### config.mk
export PLATFORM = sky130hd
export DESIGN_NAME = pagerank_iteration_scheduler
export DESIGN_NICKNAME = d
export VERILOG_FILES = /design/src/rtl/pagerank_pkg.sv /design/src/rtl/pagerank_thread_picker.sv /design/src/rtl/pagerank_iteration_scheduler.sv
export SDC_FILE = /design/constraint.sdc
export NUM_CORES = 1
export LEC_CHECK = 0
export BUFFER_PORTS_ARGS = -buffer_cell sky130_fd_sc_hd__buf_4
export CORE_UTILIZATION = 57
export CTS_CLUSTER_SIZE = 10
export DETAILED_ROUTE_END_ITERATION = 6
export PLACE_DENSITY = 0.86
export SLEW_MARGIN = 10
export SYNTH_ARGS = -nofsm -noshare
export SYNTH_HDL_FRONTEND = slang
export SYNTH_SLANG_ARGS = --single-unit
export TNS_END_PERCENT = 100
### constraint.sdc
create_clock -name clock -period 4.09 [get_ports clock]
set_input_delay 0.2045 -clock clock [delete_from_list [all_inputs] [get_ports clock]]
set_output_delay 0.2045 -clock clock [all_outputs]
set_load 0.02 [all_outputs]
### src/rtl/pagerank_pkg.sv
// Shared types for the PageRank iteration scheduler: FSM states and dispatch phase encoding.
package pagerank_pkg;

    typedef enum logic [2:0] {
        S_IDLE    = 3'd0,
        S_SCATTER = 3'd1,
        S_GATHER  = 3'd2,
        S_CHECK   = 3'd3,
        S_DONE    = 3'd4
    } sched_state_t;

    typedef enum logic {
        SCATTER_PHASE = 1'b0,
        GATHER_PHASE  = 1'b1
    } phase_t;

endpackage

### src/rtl/pagerank_thread_picker.sv
// Lowest-index idle thread finder over the registered busy vector.
module pagerank_thread_picker #(
    parameter int unsigned NUM_HW_THREADS = 4,
    parameter int unsigned TID_W          = 2
) (
    input  logic [NUM_HW_THREADS-1:0] thread_busy,
    output logic                      found,
    output logic [TID_W-1:0]          tid
);

    // Scan from the top so the lowest idle index is the last one written.
    always_comb begin
        found = 1'b0;
        tid   = '0;
        for (int i = int'(NUM_HW_THREADS) - 1; i >= 0; i--) begin
            if (!thread_busy[i]) begin
                found = 1'b1;
                tid   = TID_W'(i);
            end
        end
    end

endmodule

### src/rtl/pagerank_iteration_scheduler.sv
// Sequences scatter/gather phases of the PageRank engine across iterations and
// shares the hardware thread array between partitions.
module pagerank_iteration_scheduler
    import pagerank_pkg::*;
#(
    parameter int unsigned NUM_PARTITIONS = 4,
    parameter int unsigned NUM_HW_THREADS = 4,
    parameter int unsigned MAX_ITER       = 64,
    parameter int unsigned PID_W          = $clog2(NUM_PARTITIONS + 1),
    parameter int unsigned TID_W          = (NUM_HW_THREADS > 1) ? $clog2(NUM_HW_THREADS) : 1,
    parameter int unsigned ITER_W         = $clog2(MAX_ITER + 1)
) (
    input  logic                      clock,
    input  logic                      reset,
    input  logic                      pagerank_enable,
    output logic                      dispatch_valid,
    output logic [TID_W-1:0]          dispatch_thread,
    output logic [PID_W-1:0]          dispatch_partition,
    output logic                      dispatch_phase,
    input  logic [NUM_HW_THREADS-1:0] thread_done,
    input  logic [NUM_HW_THREADS-1:0] thread_converged,
    output logic [ITER_W-1:0]         iteration,
    output logic                      busy,
    output logic                      pagerank_complete,
    output logic                      converged,
    output logic                      protocol_error
);

    localparam logic [PID_W-1:0]  PID_END  = PID_W'(NUM_PARTITIONS);
    localparam logic [ITER_W-1:0] ITER_END = ITER_W'(MAX_ITER);

    sched_state_t              state;
    sched_state_t              state_nxt;
    logic [NUM_HW_THREADS-1:0] thread_busy;
    logic [NUM_HW_THREADS-1:0] thread_busy_nxt;
    logic [PID_W-1:0]          next_pid;
    logic [PID_W-1:0]          pid_nxt;
    logic                      conv_acc;
    logic                      acc_nxt;
    logic [ITER_W-1:0]         iter_nxt;
    logic                      conv_nxt;
    logic                      perr_nxt;
    logic                      pick_found;
    logic [TID_W-1:0]          pick_tid;
    logic                      in_phase;
    logic                      phase_done;
    phase_t                    phase;

    pagerank_thread_picker #(
        .NUM_HW_THREADS (NUM_HW_THREADS),
        .TID_W          (TID_W)
    ) u_picker (
        .thread_busy (thread_busy),
        .found       (pick_found),
        .tid         (pick_tid)
    );

    assign in_phase          = (state == S_SCATTER) || (state == S_GATHER);
    assign phase_done        = (next_pid == PID_END) && (thread_busy == '0);
    assign busy              = in_phase || (state == S_CHECK);
    assign pagerank_complete = (state == S_DONE);

    // Next-state, bookkeeping and combinational dispatch decode.
    always_comb begin
        state_nxt          = state;
        thread_busy_nxt    = thread_busy;
        pid_nxt            = next_pid;
        acc_nxt            = conv_acc;
        iter_nxt           = iteration;
        conv_nxt           = converged;
        perr_nxt           = protocol_error;
        phase              = (state == S_GATHER) ? GATHER_PHASE : SCATTER_PHASE;
        dispatch_valid     = 1'b0;
        dispatch_thread    = '0;
        dispatch_partition = '0;
        dispatch_phase     = 1'b0;

        // Completions; done on an idle thread only flags an error once a run has started.
        for (int i = 0; i < int'(NUM_HW_THREADS); i++) begin
            if (thread_done[i]) begin
                if (thread_busy[i]) begin
                    thread_busy_nxt[i] = 1'b0;
                    if (state == S_GATHER) begin
                        acc_nxt = acc_nxt & thread_converged[i];
                    end
                end else if (state != S_IDLE) begin
                    perr_nxt = 1'b1;
                end
            end
        end

        if (in_phase && (next_pid < PID_END) && pick_found) begin
            dispatch_valid     = 1'b1;
            dispatch_thread    = pick_tid;
            dispatch_partition = next_pid;
            dispatch_phase     = phase;
            pid_nxt            = next_pid + PID_W'(1);
            for (int i = 0; i < int'(NUM_HW_THREADS); i++) begin
                if (pick_tid == TID_W'(i)) begin
                    thread_busy_nxt[i] = 1'b1;
                end
            end
        end

        case (state)
            S_IDLE: begin
                if (pagerank_enable) begin
                    state_nxt = S_SCATTER;
                    pid_nxt   = '0;
                    acc_nxt   = 1'b1;
                    iter_nxt  = '0;
                    conv_nxt  = 1'b0;
                    perr_nxt  = 1'b0;
                end
            end
            S_SCATTER: begin
                if (phase_done) begin
                    state_nxt = S_GATHER;
                    pid_nxt   = '0;
                end
            end
            S_GATHER: begin
                if (phase_done) begin
                    state_nxt = S_CHECK;
                    pid_nxt   = '0;
                end
            end
            S_CHECK: begin
                if (iteration != ITER_END) begin
                    iter_nxt = iteration + ITER_W'(1);
                end
                if (conv_acc) begin
                    state_nxt = S_DONE;
                    conv_nxt  = 1'b1;
                end else if (iter_nxt == ITER_END) begin
                    state_nxt = S_DONE;
                    conv_nxt  = 1'b0;
                end else begin
                    state_nxt = S_SCATTER;
                    pid_nxt   = '0;
                    acc_nxt   = 1'b1;
                end
            end
            S_DONE: begin
                if (!pagerank_enable) begin
                    state_nxt = S_IDLE;
                end
            end
            default: begin
                state_nxt = S_IDLE;
            end
        endcase
    end

    always_ff @(posedge clock) begin
        if (reset) begin
            state          <= S_IDLE;
            thread_busy    <= '0;
            next_pid       <= '0;
            conv_acc       <= 1'b1;
            iteration      <= '0;
            converged      <= 1'b0;
            protocol_error <= 1'b0;
        end else begin
            state          <= state_nxt;
            thread_busy    <= thread_busy_nxt;
            next_pid       <= pid_nxt;
            conv_acc       <= acc_nxt;
            iteration      <= iter_nxt;
            converged      <= conv_nxt;
            protocol_error <= perr_nxt;
        end
    end

endmodule

# ---- Word-level counts from Yosys, hierarchy flattened
# Index checks and enable logic that the tools add are counted.
# Widths: inputs -> output; s select.
dict set report op_classes {
  n_addsub 2
  n_lt_le_gt_ge 1
  n_eq_ne 15
  mux 73
  bitwise_logic 4
  reduce_logical 14
}
# cell count
set ops {}
lappend ops {{$mux 1} 47}
lappend ops {{$mux 3} 12}
lappend ops {{$mux 7} 3}
lappend ops {{$pmux 3 s5} 1}
lappend ops {{$pmux 7 s2} 1}
lappend ops {{$mux 2} 5}
lappend ops {{$pmux 3 s3} 1}
lappend ops {{$ne 2x2->1 const B} 4}
lappend ops {{$add 7x1->7 const B} 1}
lappend ops {{$eq 7x7->1 const B} 1}
lappend ops {{$ne 7x7->1 const B} 1}
lappend ops {{$eq 3x2->1 const B} 2}
lappend ops {{$eq 3x3->1 const B} 2}
lappend ops {{$and 1x1->1} 4}
lappend ops {{$eq 2x2->1 const B} 2}
lappend ops {{$logic_not 4->1} 1}
lappend ops {{$mux 4} 1}
lappend ops {{$pmux 1 s2} 2}
lappend ops {{$reduce_and 4->1} 1}
lappend ops {{$add 3x1->3 const B} 1}
lappend ops {{$eq 3x1->1 const B} 1}
lappend ops {{$logic_and 1x1->1} 3}
lappend ops {{$logic_not 3->1} 1}
lappend ops {{$lt 3x3->1 const B} 1}
lappend ops {{other kinds (9)} 10}
dict set report totals {
  ff_bits 20
  inputBits 11
  output_inout_bits 18
  word_cells 116
}

# ---- Depth between registers and ports, before layout
# Gate-level depths: netlist (run 1).
dict set report depth {
  word_depth 19
  depth_mapped 7
  depth_no_buf 7
}

# ---- Modules after synthesis
# A second synthesis (run 1) with hierarchy kept.
dict set report hier_totals {
  cells_unflattened 174
  hier_area_um2 1416.4
}
# module instances cells_each area_per_inst_um2 seq_area_each_um2
set modules_own_cells {}
lappend modules_own_cells {pagerank_iteration_scheduler 1 169 1387.6 400.4}
lappend modules_own_cells {pagerank_thread_picker 1 5 28.8 0.0}

# ---- Worst setup path before layout (run 1)
# No wires, ideal clock.
dict set report synth_path {
  path_type {reg-to-reg}
  from {reg iteration[0]}
  to {reg state[2]}
  setup_time_ns 0.095
  t_arrival_ns 1.744
  t_required_ns 3.995
  slack_ns 2.250
  path_stages_with_launch 8
  path_buffers 0
  synth_period_minus_slack_ns 1.840
  path_cell_list {dfxtp_1 inv_1 ha_1 nand4bb_1 nand4b_1 a31oi_1 nand3_1 a221oi_1}
}
dict set report synth_via {
  elab_chain_cells 7
  elab_cells_between_ends 8
  cone_classes {add/sub: 1; eq/ne: 2; mux: 5}
}
# item line_no
set synth_rtl {}
lappend synth_rtl {{from (decl)} pagerank_iteration_scheduler.sv:22} ;# output logic [ITER_W-1:0] iteration,
lappend synth_rtl {{from (signal assigned)} pagerank_iteration_scheduler.sv:169} ;# iteration <= iter_nxt;
lappend synth_rtl {{$add 7x1->7 or $ne 7x7->1 (tied branches)} {pagerank_iteration_scheduler.sv:130, pagerank_iteration_scheduler.sv:129}}
lappend synth_rtl {{$mux 7 *} pagerank_iteration_scheduler.sv:129} ;# if (iteration != ITER_END) begin
lappend synth_rtl {{$mux 7 *} pagerank_iteration_scheduler.sv:105} ;# case (state)
lappend synth_rtl {{$eq 7x7->1 *} pagerank_iteration_scheduler.sv:135} ;# end else if (iter_nxt == ITER_END) begin
lappend synth_rtl {{$mux 3 *} pagerank_iteration_scheduler.sv:135}
lappend synth_rtl {{$mux 3 *} pagerank_iteration_scheduler.sv:132} ;# if (conv_acc) begin
lappend synth_rtl {{$pmux 3 s5 *} pagerank_iteration_scheduler.sv:105}
lappend synth_rtl {{to (signal assigned)} pagerank_iteration_scheduler.sv:165} ;# state <= state_nxt;
lappend synth_rtl {{to (decl)} pagerank_iteration_scheduler.sv:32} ;# sched_state_t state;
# Every way passes the cells marked *; elsewhere a longest branch is shown, timed or not. The select of a mux whose other input is x is not followed.
# A chain may end at the register's enable or synchronous reset.

# ---- Worst setup path after layout (run 1)
dict set report layout_path {
  from {reg state[0]}
  to {out dispatch_partition[0]}
}
dict set report layout_via {
  elab_chain_cells 5
  elab_cells_between_ends 6
  cone_classes {eq/ne: 2; mux: 1; reduce/logical: 3}
}
# item line_no
set layout_rtl {}
lappend layout_rtl {{$eq 3x1->1 or $eq 3x2->1 (tied branches)} pagerank_iteration_scheduler.sv:58} ;# assign in_phase = (state == S_SCATTER) || (state == S_GATHER);
lappend layout_rtl {{$logic_or 1x1->1 *} pagerank_iteration_scheduler.sv:58}
lappend layout_rtl {{$logic_and 1x1->1 * (2 in a row)} pagerank_iteration_scheduler.sv:92} ;# if (in_phase && (next_pid < PID_END) && pick_found) begin
lappend layout_rtl {{$mux 3 *} pagerank_iteration_scheduler.sv:92}
lappend layout_rtl {{to (decl)} pagerank_iteration_scheduler.sv:18} ;# output logic [PID_W-1:0] dispatch_partition,
# Every way passes the cells marked *; elsewhere a longest branch is shown, timed or not.

==> reports/qor.csv, run 1 <==
stage;metric;value;unit
timing;fin_crit;2.17;ns
clocking;cts-root-buf;clkbuf_4;
timing;finalSetupTns;0;ns
drt;met3WireLength;267;um
yosys;synth_edf_count;0;
global_routing;grt_pass1_vias;1207;
job;maxCapViolCount;0;
final_layout;drive_above_1_share;20.1;%
clocking;ctsHoldBuffers;0;
drt;drt_wl_total;3.34;mm
final_layout;layout_commonest_cell;buf_4;
global_routing;grt.overflow.total;0;
yosys;syn_nets;187;
clocking;cts_resized;0;
timing;fin_crit_sh;53.1;%
die;core;2190;um2
final_layout;area_delta_synth_final;19.4;%
drt;antenna_left;0;
worst_setup_path;criticalPathCategory;reg -> out;
global_routing;grt_max_degree;22;
die;initial_core_util;60.5;%
drt;met2WireLength;1.61;mm
drt;vias_per_cell;6.20;
clocking;cts_sinks;20;
drt;wl_met1;1.40;mm
yosys;ys_seq_area_share;30.2;%
clocking;clkTransAtPathRegs;0.12;ns
yosys;synth-seq-cells;20;
final_layout;final_cell_mix;buf_4 (27), nor2_1 (21), dfxtp_1 (20);
power_and_ir_drop;power.density;286;nW/um2
final_layout;antenna_cells;0;
yosys;async_reset_ff_share;0;%
hold_path;hold_path.class;in -> reg;
final_layout;nets;211;
timing;hold_viol;0;
place;io_buffers;27;
yosys;synth_ff_type;dfxtp_1;
worst_setup_path;crit_path_max_fanout;12;
timing;setup_viol;0;
yosys;syn_avg_cell_area;7.75;um2
drt;dr.pass1.iters;4;
die;die_width;50.2;um
final_layout;stdcell_count;222;
yosys;synth_area;1330;um2
yosys;yosys.cell_types.count;49;
place;dp_cells;218;
drt;vias;1376;
worst_setup_path;worstPathRequired;3.89;ns
timing;max-slew-margin-rel;62.7;%
timing;tightest_slew;0.557;ns
die;io_pins;29;
yosys;ys_warn_count;0;
drt;top_layer_used;met4;
timing;fmax;0.460;GHz
final_layout;fillCellCount;177;
clocking;cts_tree;done;
clocking;cts_max_level;1;
clocking;worstSkewPairLatency;0.31;ns
timing;slew_viol_final;0;
place;dp_hpwl;2.37;mm
clocking;numCtsBuffers;3;
global_routing;grt_pass1_wl;5.40;mm
worst_setup_path;start_kind;flop;
power_and_ir_drop;ir_drop;0.000300;V
run_status;status;completed;
yosys;synth_top_area_cell;dfxtp_1;
worst_setup_path;cp-end-kind;output port;
power_and_ir_drop;p_leak;0.620;nW
place;place.gp.congestion;0.846;
worst_setup_path;arrival;1.97;ns
yosys;synth_top_area_share;30.2;%
timing;fin_skew;0.00536;ns
die;rows;17;
drt;drc;0;
die;die_h;50.2;um
clocking;post_cts.repair.setup_buffers;0;
drt;wl_per_cell;15.0;um
global_routing;antenna_found_initial;0;
die;fp.dieArea;2520;um2
timing;rsz0062_at_grt;no;
global_routing;grtUsageTotal;28.2;%
drt;drt_iter0_markers;65;
yosys;syn_inst;171;
yosys;synthTopCellsByArea;dfxtp_1 (30%), nor2_1 (5.9%), a21oi_1 (4.9%);
clocking;cts_buffer_depth;2;
worst_setup_path;reg2reg_slack;2.01;ns
## sequential cells by signal, summed over array words and instances, names as in the netlist
register        flops
conv_acc            1
iteration           7
thread_busy         4
state               3
converged           1
next_pid            3
protocol_error      1
## per-stage QoR
stage / cell area, um2 / hold slack, ns / setup slack [ns] / total power, mW / util, %
final: 1580 / 0.173 / 1.92 / 0.452 / 72.2
after CTS: 1580 / 0.179 / 1.97 / 0.450 / 72.2
after global routing: 1580 / 0.172 / 1.77 / 0.467 / 72.2
after floorplan: 1330 / 0.386 / 2.25 / 0.263 / -
after global placement: 1530 / 0.474 / 2.21 / 0.287 / 69.8
after detailed placement: 1530 / 0.502 / 2.09 / 0.288 / 69.8
## power by group
part,internal [mW],switching [mW]
Combinational,0.0328,0.0425
Sequential,0.200,0.0109
Clock,0.0991,0.0665
## area by class of cell
class	count	area [um2]	share of cell area, %
clock inverters	1	30.0	1.90
multi-input cells	130	842	53.2
inverters	13	48.8	3.09
repair buffers	27	203	12.8
well taps	28	35.0	2.22
flip-flops and latches	20	400	25.3
clock buffers	3	22.5	1.42
## final timing paths
kind                  startpoint                     to  cells after the start
hold / removal    thread_done[0]         thread_busy[0]                      3
hold reg to reg   protocol_error         protocol_error                      2
setup / recovery        state[0]  dispatch_partition[0]                      5
setup reg to reg    iteration[0]            next_pid[0]                      7
## synth_stat cells (all sizes together), types with 4 or more instances
cell and number:
nand2b 4, nand2 9, nand4 5, o21ai 12, nand3b 4, nor3 6, a21oi 13, clkbuf 7
nand3 5, ha 5, inv 13, dfxtp 20, nor2 21
## cells by family after synthesis
family                     after synthesis  share of synthesized area [%]
AOI/OAI and AO/OA                       48                           25.6
xor gates and xnor gates                 2                           1.32
adders and majority gates                5                           4.72
buffers and inverters                   21                           6.23
DFF                                     20                           30.2
muxes                                    4                           3.30
other                                    1                          0.283
and+or+nand+nor                         70                           28.3
## worst max-delay path, stage by stage (launching register included)
cell and delay (ns):
dfxtp_1 0.57, xor2_1 0.39, nand3_1 0.25, inv_1 0.13
ha_1 0.16, buf_4 0.14
## metal layers
metal | track usage, % | vias up
li1 | - | 665
met1 | 37.1 | 633
met2 | 44.4 | 68
met3 | 4.55 | 10
met4 | 13.8 | 0
met5 | 0 | -
(Power assumes the default switching activity.)
==> run 2: changes to the inputs <==
CORE_ASPECT_RATIO = 0.5   (was default)
CORE_UTILIZATION = 48   (was 57)
PLACE_DENSITY = 0.78   (was 0.86)
clock period = 1.9 ns   (was 4.09 ns; I/O delays follow)
==> reports/qor.csv, run 2 (synthesis results as in run 1) <==
stage;metric;value;unit
power_and_ir_drop;p_leak;0.706;nW
final_layout;fillCellCount;230;
clocking;post_cts.repair.setup_buffers;0;
drt;dr.pass1.iters;4;
drt;drt_iter0_markers;122;
clocking;cts_sinks;20;
worst_setup_path;cp_slowest_cell;a2111oi_4;
timing;fin_skew;0.00770;ns
timing;slew_viol_final;0;
timing;setup_viol;0;
final_layout;final_util;67.4;%
timing;hold_viol;0;
final_layout;stdcell_area;1750;um2
global_routing;grtUsageMet3;6.12;%
final_layout;drive_above_1_share;29.2;%
timing;setup_ws;0.104;ns
worst_setup_path;worstPathRequired;2.04;ns
run_status;status;completed;
die;die_width;76.3;um
hold_path;hold_path.class;in -> reg;
final_layout;final_cell_mix;buf_4 (42), nor2_1 (21), dfxtp_1 (16);
place;dpl_cell_area;1650;um2
clocking;cts_buffer_depth;2;
final_layout;layout_commonest_cell;buf_4;
global_routing;use_met1;29.8;%
clocking;worstSkewPairLatency;0.27;ns
die;fp.dieArea;2990;um2
timing;fmax;0.557;GHz
global_routing;grt_max_degree;22;
final_layout;antenna_cells;0;
drt;vias_per_cell;5.57;
drt;vias;1370;
timing;rsz0062_at_grt;no;
global_routing;busiest_layer;met2;
final_layout;final-seq-area;410;um2
global_routing;antenna_found_initial;0;
drt;wl_per_cell;13.6;um
final_layout;top_regs;iteration (7), thread_busy (4);
power_and_ir_drop;power.density;603;nW/um2
place;place_ws;-0.00105;ns
final_layout;nets;226;
clocking;cts-root-buf;clkbuf_8;
place;io_buffers;27;
worst_setup_path;arrival;1.94;ns
global_routing;grt.overflow.total;0;
worst_setup_path;criticalPathCategory;reg -> reg;
clocking;numCtsBuffers;3;
die;io_pins;29;
drt;drt_wl_total;3.35;mm
die;die_h;39.2;um
timing;fin_crit_sh;94.5;%
global_routing;grtUsageTotal;24.0;%
final_layout;stdcell_count;246;
die;initial_core_util;50.9;%
global_routing;use_met2;42.6;%
final_layout;multiInputGateArea;862;um2
clocking;clkTransAtPathRegs;0.08;ns
worst_setup_path;cp-end-kind;flop;
global_routing;grt_pass1_vias;1202;
worst_setup_path;crit_path_max_fanout;4;
clocking;cts_tree;done;
final_layout;regMostFlops;iteration;
drt;drc;0;
place;dp_cells;242;
final_layout;largest_reg_flops;7;
clocking;ctsHoldBuffers;0;
drt;antenna_left;0;
power_and_ir_drop;ir_drop;0.000457;V
worst_setup_path;slowest_delay;0.45;ns
global_routing;grt_pass1_wl;5.44;mm
die;rows;13;
timing;finalSetupTns;0;ns
place;place.gp.congestion;0.899;
timing;fin_crit;1.80;ns
job;maxCapViolCount;0;
worst_setup_path;start_kind;flop;
final_layout;area_delta_synth_final;32.4;%
clocking;cts_max_level;1;
worst_setup_path;path_cells;buf_4, and4_2, o21ai_0, a22o_1, a2111oi_4, nor4_1;
place;dp_hpwl;2.52;mm
die;core;2600;um2
==> run 2: cell types whose count changed in the layout (fill, tap and decap cells not counted) <==
| cell | delta |
|---|---|
| dfxtp_1 | -4 |
| and4_2 | +1 |
| clkbuf_4 | -3 |
| a31oi_1 | -1 |
| dfxtp_2 | +2 |
| clkbuf_8 | +3 |
| dfxtp_4 | +2 |
| and4_1 | -1 |
| a31oi_2 | +1 |
| ha_4 | +1 |
| ha_1 | -1 |
| buf_4 | +15 |
==> run 2: worst paths after layout <==
kind	cells after the start	startpoint	to	slack (ns)
worst max-delay path	6	iteration[1]	next_pid[1]	0.10
worst min register to register	2	protocol_error	protocol_error	0.52
worst min-delay path	3	thread_done[0]	thread_busy[0]	0.13
worst max register to register	6	iteration[1]	next_pid[1]	0.10
==> run 2: critical path: cells and delay by family, from the launching register on <==
kind | cells | cell delay (ns)
buffers and inverters | 1 | 0.12
and+or+nand+nor | 2 | 0.35
AOI/OAI and AO/OA | 3 | 0.82
DFF | 1 | 0.37
==> run 2: report_power, final <==
| group | switching (mW) | total [mW] | internal, mW |
|---|---|---|---|
| combinational | 0.0987 | 0.178 | 0.0789 |
| clock | 0.152 | 0.434 | 0.282 |
| sequential | 0.0174 | 0.446 | 0.429 |
==> run 2: final cells by class <==
| cell class | count | share of cell area (%) |
|---|---|---|
| timing repair buffer | 42 | 18.0 |
| clock inverter | 1 | 1.71 |
| sequential | 20 | 23.4 |
| inverter | 13 | 2.78 |
| tap | 37 | 2.64 |
| clock buffer | 3 | 2.35 |
| multi-input combinational | 130 | 49.1 |
==> run 2: layer usage <==
metal / share of wire (%) / vias to the layer above
met4: 0.81 / 0
li1: - / 702
met3: 4.4 / 4
met2: 46 / 29
met5: 0 / -
met1: 49 / 635
==> run 2: through the flow <==
| stage | total power, mW | hold WS (ns) |
|---|---|---|
| after floorplan | 0.567 | 0.277 |
| after global placement | 0.629 | 0.407 |
| after detailed placement | 0.632 | 0.408 |
| after CTS | 1.06 | 0.128 |
| after global routing | 1.10 | 0.137 |
| final | 1.06 | 0.130 |
==> run 2: repair_timing <==
item                                    CTS  global route
pin swaps                                 1             2
resized for setup                         0            10
endpoints found under the setup margin    3             8
